### config.mk
export PLATFORM = sky130hd
export DESIGN_NAME = seg7_scan_mux_flat
export DESIGN_NICKNAME = d
export VERILOG_FILES = /design/src/rtl/seg7_scan_mux_if.sv /design/src/rtl/seg7_scan_mux.sv /design/src/flat_wrapper.sv
export SDC_FILE = /design/constraint.sdc
export NUM_CORES = 1
export LEC_CHECK = 0
export ABC_CLOCK_PERIOD_IN_PS = 2800
export CORE_ASPECT_RATIO = 1.25
export CORE_MARGIN = 5
export CORE_UTILIZATION = 51
export CTS_CLUSTER_DIAMETER = 30
export DETAILED_ROUTE_END_ITERATION = 8
export PLACE_DENSITY = 0.78
export SLEW_MARGIN = 40
export SYNTH_ARGS = -nofsm -noshare
export SYNTH_HDL_FRONTEND = slang
export SYNTH_SLANG_ARGS = --single-unit
### constraint.sdc
create_clock -name clk -period 2.8 [get_ports clk]
set_input_delay 0.56 -clock clk [delete_from_list [all_inputs] [get_ports clk]]
set_output_delay 0.56 -clock clk [all_outputs]
set_load 0.02 [all_outputs]
### src/rtl/seg7_scan_mux_if.sv
// ---------------------------------------------------------------------------
// seg7_scan_mux_if
//   Bundles the pattern inputs and display outputs of seg7_scan_mux.
//   master : pattern source / display observer (drives seg_in, dig_en)
//   slave  : the scan multiplexer itself (drives seg_out, an_out, ...)
// Signals
//   seg_in      7*N_DIG  active-low patterns ABC_DEFG, digit k at [7k+6:7k]
//   dig_en      N_DIG    per-digit enable, 1 = digit lit
//   seg_out     7        active-low cathode bus ABC_DEFG
//   an_out      N_DIG    active-low anode strobes, at most one low
//   digit_idx   clog2    digit currently presented
//   frame_pulse 1        one-cycle high when a new snapshot is taken
// ---------------------------------------------------------------------------
interface seg7_scan_mux_if #(
  parameter int N_DIG = 4
);
  localparam int IW = $clog2(N_DIG);

  logic [7*N_DIG-1:0] seg_in;
  logic [N_DIG-1:0]   dig_en;
  logic [6:0]         seg_out;
  logic [N_DIG-1:0]   an_out;
  logic [IW-1:0]      digit_idx;
  logic               frame_pulse;

  modport master (
    output seg_in, dig_en,
    input  seg_out, an_out, digit_idx, frame_pulse
  );

  modport slave (
    input  seg_in, dig_en,
    output seg_out, an_out, digit_idx, frame_pulse
  );
endinterface

### src/rtl/seg7_scan_mux.sv
// ---------------------------------------------------------------------------
// seg7_scan_mux
//   Time-multiplexes N_DIG active-low 7-segment patterns onto one shared
//   cathode bus with active-low anode strobes. All patterns are snapshotted
//   once per scan frame so a frame never mixes old and new data.
// Ports
//   clk    in  system clock, posedge
//   rst_n  in  asynchronous active-low reset
//   bus    slave modport of seg7_scan_mux_if (seg_in, dig_en in;
//          seg_out, an_out, digit_idx, frame_pulse out)
// Parameters
//   N_DIG        digits scanned (2..8)
//   REFRESH_DIV  clk cycles per digit slot (>=2)
//   BLANK_CYC    dead-time cycles at the start of each slot (1..REFRESH_DIV-1)
// Configuration
//   SEG7_GHOST_BLANK_EN  when defined, the first BLANK_CYC cycles of every
//                        slot are driven blank to suppress ghosting.
// ---------------------------------------------------------------------------
module seg7_scan_mux #(
  parameter int N_DIG       = 4,
  parameter int REFRESH_DIV = 100000,
  parameter int BLANK_CYC   = 2000
) (
  input  logic           clk,
  input  logic           rst_n,
  seg7_scan_mux_if.slave bus
);

  localparam int CW = $clog2(REFRESH_DIV);
  localparam int IW = $clog2(N_DIG);

`ifdef SEG7_GHOST_BLANK_EN
  localparam bit GHOST_EN = 1'b1;
`else
  localparam bit GHOST_EN = 1'b0;
`endif

  logic [CW-1:0]      cnt;
  logic [IW-1:0]      idx;
  logic               prime;
  logic [7*N_DIG-1:0] shadow;

  logic               tick;
  logic               last_slot;
  logic               boundary;
  logic               blank;
  logic [6:0]         seg_nxt;
  logic [N_DIG-1:0]   an_nxt;

  assign tick      = (cnt == CW'(REFRESH_DIV - 1));
  assign last_slot = (idx == IW'(N_DIG - 1));
  // A prime edge and a wrap tick never need two pulses: both collapse here.
  assign boundary  = (tick && last_slot) || prime;
  // Dead time at the head of each slot; constant-folds away when disabled.
  assign blank     = GHOST_EN && (cnt < CW'(BLANK_CYC));

  // Prescaler, slot index and per-frame snapshot.
  always_ff @(posedge clk or negedge rst_n) begin
    if (!rst_n) begin
      cnt    <= '0;
      idx    <= '0;
      prime  <= 1'b1;
      // NOTE: the snapshot is reset on purpose; until the prime edge loads
      // real data it must read as all segments off, never as X garbage.
      shadow <= '1;
    end else begin
      // NOTE: non-blocking assignments so every register here sees the
      // pre-edge cnt/idx, which is what makes shadow and idx flip together.
      cnt <= tick ? '0 : cnt + 1'b1;
      if (tick) begin
        idx <= last_slot ? '0 : idx + 1'b1;
      end
      if (boundary) begin
        shadow <= bus.seg_in;
      end
      prime <= 1'b0;
    end
  end

  // Next output values; dig_en is looked at live, only seg_in is snapshotted.
  always_comb begin
    // NOTE: defaults first so no path leaves seg_nxt/an_nxt unassigned,
    // which would otherwise infer a latch.
    seg_nxt = 7'h7F;
    an_nxt  = '1;
    if (bus.dig_en[idx] && !blank) begin
      seg_nxt = shadow[7*int'(idx) +: 7];
      an_nxt  = ~(N_DIG'(1) << idx);
    end
  end

  // Registered output stage, one cycle behind cnt/idx.
  always_ff @(posedge clk or negedge rst_n) begin
    if (!rst_n) begin
      bus.seg_out     <= 7'h7F;
      bus.an_out      <= '1;
      bus.digit_idx   <= '0;
      bus.frame_pulse <= 1'b0;
    end else begin
      bus.seg_out     <= seg_nxt;
      bus.an_out      <= an_nxt;
      bus.digit_idx   <= idx;
      bus.frame_pulse <= boundary;
    end
  end

endmodule
### src/flat_wrapper.sv
// flat-port wrapper written by rule: the top's interface ports become plain ports
module seg7_scan_mux_flat 
#(
  parameter int N_DIG       = 4,
  parameter int REFRESH_DIV = 100000,
  parameter int BLANK_CYC   = 2000
)
  (clk, rst_n, bus_seg_in, bus_dig_en, bus_seg_out, bus_an_out, bus_digit_idx, bus_frame_pulse);
  seg7_scan_mux_if #(.N_DIG(N_DIG)) bus_i ();
  input  logic clk;
  input  logic rst_n;
  input wire logic [$bits(bus_i.seg_in)-1:0] bus_seg_in;
  input wire logic [$bits(bus_i.dig_en)-1:0] bus_dig_en;
  output wire logic [$bits(bus_i.seg_out)-1:0] bus_seg_out;
  output wire logic [$bits(bus_i.an_out)-1:0] bus_an_out;
  output wire logic [$bits(bus_i.digit_idx)-1:0] bus_digit_idx;
  output wire logic [$bits(bus_i.frame_pulse)-1:0] bus_frame_pulse;
  assign bus_i.seg_in = bus_seg_in;
  assign bus_i.dig_en = bus_dig_en;
  assign bus_seg_out = bus_i.seg_out;
  assign bus_an_out = bus_i.an_out;
  assign bus_digit_idx = bus_i.digit_idx;
  assign bus_frame_pulse = bus_i.frame_pulse;
  seg7_scan_mux #(.N_DIG(N_DIG), .REFRESH_DIV(REFRESH_DIV), .BLANK_CYC(BLANK_CYC)) u_core (.clk(clk), .rst_n(rst_n), .bus(bus_i));
endmodule
==> flow_metrics.tcl, run 1 <==
set metrics [dict create \
    status "completed" \
    fin_util_pct 67.86 \
    r2r_slack_ps 850 \
    synth-seq-area-share_pct 59.73 \
    timing.final.ws_setup_ps 754.6 \
    worstPathArrival_ps 1490 \
    clkSlewWorstSetupHoldPaths_ps 80 \
    path_max_fanout 1 \
    worstSetupPathDepth 1 \
    dp_hpwl_um 3468 \
    hold_buffers 0 \
    cts_resized 0 \
    synthFlopType "dfstp_2" \
    gp_congestion 0.8778 \
    worstSetupPathType "reg2out" \
    fmax_mhz 488.9 \
    place_ws_ps 833.1 \
    dieHeight_um 91.07 \
    syn_inst 187 \
    clk-insertion-delay-late_ps 340 \
    critPathSlowestCell "clkdlybuf4s50_1" \
    coreArea_sq_um 5080 \
    die_w_um 74.86 \
    r2r_cells 5 \
    ir_worst_vdd_v 0.0004612 \
    fp-row-count 29 \
    antenna_cells 0 \
    slew_viol_final 0 \
    synth-edff-count 0 \
    drc 0 \
    grt_pass1_vias 1714 \
    endpoint "bus_seg_out[1]" \
    placed_area_sq_um 3239 \
    maxCapViolCount 0 \
    async_flop_share_pct 100.0 \
    initial_core_util_pct 52.78 \
    drtIter0Drc 38 \
    wl_per_cell_um 16.13 \
    grt_start_max_net_pins 30 \
    syn_avg_cell_area_sq_um 14.34 \
    critPathLaunch "u_core.bus.seg_out[1]" \
    firstDrtPassIters 4 \
    area_growth_pct 28.56 \
    finalCritPeriodShare_pct 73.05 \
    clkSinkCount 62 \
    crit_chain "clkdlybuf4s50_1" \
    synth_nets 226 \
    p_per_area_nw_per_um2 575.5 \
    tightest_slew_ps 622.1 \
    clock_path_buffers 2 \
    port_buffers 47 \
    grtUsageTotal_pct 16.83 \
    skew_ps 14.36 \
    hold_path_class "in2async" \
    cp_data_required_time_ps 2240 \
    max_stage_delay_ps 600 \
    io_pins 48 \
    critPathBufInv 1 \
    cts_setup_buffers 0 \
    drive_above_1_share_pct 37.10 \
    nNetsFinal 282 \
    ys_ff_latch 62 \
    tns_ps 0 \
    htreeDepth 3 \
    hold_viol 0 \
    r2r-end "u_core.shadow[8]" \
    final_area_sq_um 3447 \
    synth_area_sq_um 2681 \
    die_area_sq_um 6817 \
    max-slew-margin-rel_pct 58.53 \
    rsz0062_at_grt "false" \
    cts-buffers-inserted 9 \
    r2r_start "u_core.cnt[0]" \
    vias_per_cell 5.274 \
    fin_crit_ps 2045 \
    holdWs_ps 231.0 \
    tritoncts "yes" \
    clock-root-buffer "clkbuf_8" \
    leakage_uw 0.001371 \
    endpoint_kind "primary output" \
    vias 1635 \
    grt_pass1_wl_um 8376 \
    antenna_found_initial 0 \
    ys_types 30 \
    crit_family "buffers and inverters" \
    wl_um 4999 \
    grt.overflow.total 0 \
    yosysWarnings 0 \
    start_kind "register" \
    setup_viol 0 \
    ant_nets 0 \
]
synth_stat cells, types with 5 or more instances:
master	number	area share, %
dfstp_2	40	39
dfrtp_1	22	21
mux2_2	19	8.0
nor2_1	12	1.7
mux2_1	9	3.8
mux4_2	8	6.7
nand3_1	8	1.5
xnor2_1	8	2.6
nand2b_1	7	1.6
nand4_1	7	1.6
xor2_1	7	2.3
nand2_1	6	0.84
ha_1	5	2.3
flip-flops by register name, summed over array words and instances, names as in the netlist:
| signal | flops |
|---|---|
| u_core.shadow | 28 |
| u_core.cnt | 17 |
| u_core.bus.seg_out | 7 |
| u_core.bus.an_out | 4 |
| u_core.bus.digit_idx | 2 |
| u_core.idx | 2 |
| u_core.bus.frame_pulse | 1 |
| u_core.prime | 1 |
area by class of cell:
| type | count | area, sq um |
|---|---|---|
| Sequential cell | 62 | 1602 |
| Inverter | 3 | 11.26 |
| Fill cell | 370 | 1633 |
| Timing Repair Buffer | 52 | 503.0 |
| Multi-Input combinational cell | 115 | 1046 |
| Clock buffer | 11 | 151.4 |
| Tap cell | 62 | 77.57 |
| Clock inverter | 5 | 56.30 |
worst min path at each step:
| stage | from | to | slack (ps) |
|---|---|---|---|
| after CTS | rst_n | u_core.cnt[13] | 250 |
| after detailed placement | u_core.cnt[12] | u_core.cnt[12] | 510 |
| after floorplan | rst_n | u_core.bus.digit_idx[0] | 260 |
| after global routing | rst_n | u_core.cnt[14] | 280 |
| after global placement | u_core.cnt[0] | u_core.cnt[0] | 510 |
| final | rst_n | u_core.cnt[14] | 230 |
layout by cell type (no fill, tap or decap), types with 2 or more instances in the layout:
master,count
buf_4,5
mux4_2,8
clkbuf_8,11
mux2_1,9
mux2_2,19
inv_1,3
ha_1,5
nor4b_2,2
clkinvlp_4,2
o21ai_0,2
and4_1,2
nor2_1,12
nand2_1,6
nand4_1,7
nor4_1,4
xnor2_1,8
dfstp_2,40
clkdlybuf4s50_1,46
xor2_1,7
nand2b_1,7
dfrtp_1,22
nand3_1,8
cells by family (layout without fill, tap and decap cells):
logic type	after synthesis	after routing	share of synthesized area, %
xor gates and xnor gates	15	15	4.900
adders and majority gates	5	5	2.333
muxes	36	36	18.48
buffers and inverters	10	71	1.820
other	1	1	0.1399
AOI/OAI and AO/OA	3	3	0.6068
and+or+nand+nor	55	55	11.99
DFF	62	62	59.73
routing by layer:
| metal | up-vias | share of wire (%) | track usage (%) |
|---|---|---|---|
| met2 | 49 | 50 | 24.78 |
| met4 | 0 | 3.9 | 12.61 |
| met5 | - | 0 | 0 |
| met3 | 16 | 5.5 | 4.088 |
| li1 | 778 | - | - |
| met1 | 792 | 40 | 20.86 |
power by group:
part | switching, uW | internal, uW | leakage [uW] | total, uW
sequential | 23.0 | 984 | 0.000712 | 1010
combinational | 65.0 | 108 | 0.000558 | 173
clock | 346 | 458 | 0.000102 | 804
stage by stage:
stage / total power (uW) / instances
finish: 1984 / 310
detailed placement: 1197 / 294
global route: 2074 / 310
global placement: 1190 / 294
CTS: 2010 / 310
floorplan: 1097 / 187
No activity file was read; power rests on OpenSTA's default activity.
==> inputs of run 2 (changes only) <==
--- a/config.mk
+++ b/config.mk
@@ -5,7 +5,7 @@
 export SDC_FILE = /design/constraint.sdc
 export NUM_CORES = 1
 export LEC_CHECK = 0
-export ABC_CLOCK_PERIOD_IN_PS = 2800
+export ABC_CLOCK_PERIOD_IN_PS = 2100
 export CORE_ASPECT_RATIO = 1.25
 export CORE_MARGIN = 5
 export CORE_UTILIZATION = 51
==> constraint.sdc (replaced) <==
create_clock -name clk -period 2.1 [get_ports clk]
set_input_delay 0.42 -clock clk [delete_from_list [all_inputs] [get_ports clk]]
set_output_delay 0.42 -clock clk [all_outputs]
set_load 0.02 [all_outputs]
==> run 2 against run 1 <==
Compared with the run above: count of clock-buffer cells in the layout increased by 1; core utilization rose by 0.37 points; final cell count up 0.65%; register-to-register slack got worse by 630 ps; largest cell class unchanged; sequential power grew 33%; sequential share of layout area fell by 0.25 points; highest routed layer unchanged; design area is 0.54% higher; first-iteration DRC count rose to 2.8 times the previous value; critical path type is now reg2reg; non-clock buffer count increased by 2; die area unchanged.
==> flow_metrics.tcl, run 2 (same netlist as run 1, synthesis figures left out) <==
set metrics [dict create \
    tns_ps 0 \
    clkSinkCount 62 \
    wl_um 5219 \
    grtUsageTotal_pct 17.06 \
    grt_start_max_net_pins 30 \
    cts_resized 0 \
    fin_util_pct 68.23 \
    fin_crit_ps 1882 \
    layout_commonest_cell "clkdlybuf4s50_1" \
    port_buffers 47 \
    multi_input_area_sq_um 1046 \
    r2r_cells 5 \
    skew_ps 15.81 \
    regMostFlops "u_core.shadow" \
    r2r_slack_ps 220 \
    path_max_fanout 29 \
    io_pins 48 \
    drtIter0Drc 106 \
    leakage_uw 0.001391 \
    gp_congestion 0.8323 \
    fp-row-count 29 \
    worstPathArrival_ps 2140 \
    drive_above_1_share_pct 37.20 \
    tritoncts "yes" \
    cp_data_required_time_ps 2360 \
    die_area_sq_um 6817 \
    r2r-end "u_core.shadow[9]" \
    r2r_start "u_core.cnt[0]" \
    htreeDepth 3 \
    post-place-cells 296 \
    drc 0 \
    layoutNonFillerInstCount 312 \
    grt.overflow.total 0 \
    die_w_um 74.86 \
    vias_per_cell 5.276 \
    area_growth_pct 29.26 \
    clock-root-buffer "clkbuf_8" \
    clkSlewWorstSetupHoldPaths_ps 70 \
    hold_viol 0 \
    antenna_found_initial 0 \
    vias 1646 \
    start_kind "register" \
    critPathBufInv 1 \
    max-slew-margin-rel_pct 64.97 \
    max_stage_delay_ps 450 \
    ir_worst_vdd_v 0.0006585 \
    p_per_area_nw_per_um2 733.8 \
    nNetsFinal 284 \
    holdWs_ps 64.57 \
    fmax_mhz 531.3 \
    cts_setup_buffers 0 \
    clock_path_buffers 2 \
    dieHeight_um 91.07 \
    critPathSlowestCell "dfrtp_1" \
    top_regs "u_core.shadow (28), u_core.cnt (17), u_core.bus.seg_out (7)" \
    finalCritPeriodShare_pct 89.63 \
    grt_pass1_vias 1878 \
    cts-buffers-inserted 9 \
    clk-insertion-delay-late_ps 340 \
    nFillCells 382 \
    firstDrtPassIters 6 \
    hold_buffers 0 \
    status "completed" \
    worstSetupPathType "reg2reg" \
    crit_chain "ha_1 > and4_1 > a31oi_4 > buf_12 > mux2_2" \
    setup_viol 0 \
    wl_per_cell_um 16.73 \
    dp_hpwl_um 3656 \
    slew_viol_final 0 \
    crit_family "flip-flops" \
    ant_nets 0 \
    endpoint_kind "register" \
    hold_path_class "in2async" \
    largest_reg_flops 28 \
    initial_core_util_pct 52.78 \
    grt_pass1_wl_um 8700 \
    regArea_sq_um 1602 \
    rsz0062_at_grt "false" \
    maxCapViolCount 0 \
    coreArea_sq_um 5080 \
    final_cell_mix "clkdlybuf4s50_1, dfstp_2, dfrtp_1" \
    finalPower_uw 2543 \
    antenna_cells 0 \
    tightest_slew_ps 525.4 \
]
==> run 2: final cells by class <==
type / instances / area share (%)
Sequential cell: 62 / 46.21
Multi-Input combinational cell: 115 / 30.18
Timing Repair Buffer: 54 / 15.67
Clock buffer: 12 / 4.801
Tap cell: 62 / 2.238
Clock inverter: 4 / 0.5776
Inverter: 3 / 0.3249
==> run 2: where the power goes <==
part	total, uW	switching (uW)	internal (uW)
sequential	1340	31.6	1310
combinational	239	89.5	150
clock	961	437	524
==> run 2: worst max path at each step <==
stage / from / endpoint / cells after the start
after global routing: u_core.cnt[2] / u_core.cnt[0] / 5
after detailed placement: u_core.cnt[0] / u_core.shadow[12] / 5
after floorplan: u_core.cnt[0] / u_core.shadow[18] / 6
after CTS: u_core.bus.seg_out[4] / bus_seg_out[4] / 1
final: u_core.cnt[0] / u_core.shadow[9] / 5
after global placement: u_core.cnt[0] / u_core.shadow[7] / 5
==> run 2: per-layer routing <==
layer	up-vias	track usage, %	share of wire, %
met5	-	0	0
li1	781	-	-
met4	0	9.347	2.4
met2	40	27.76	52
met3	11	4.641	5.5
met1	814	19.86	40
==> run 2: metrics by stage <==
step | worst slack (ps) | area [sq um]
3_3_place_gp | 297.7 | 3279
2_1_floorplan | 305.1 | 2681
6_report | 217.8 | 3466
5_1_grt | 145.3 | 3466
3_5_place_dp | 262.3 | 3279
4_1_cts | 196.3 | 3466
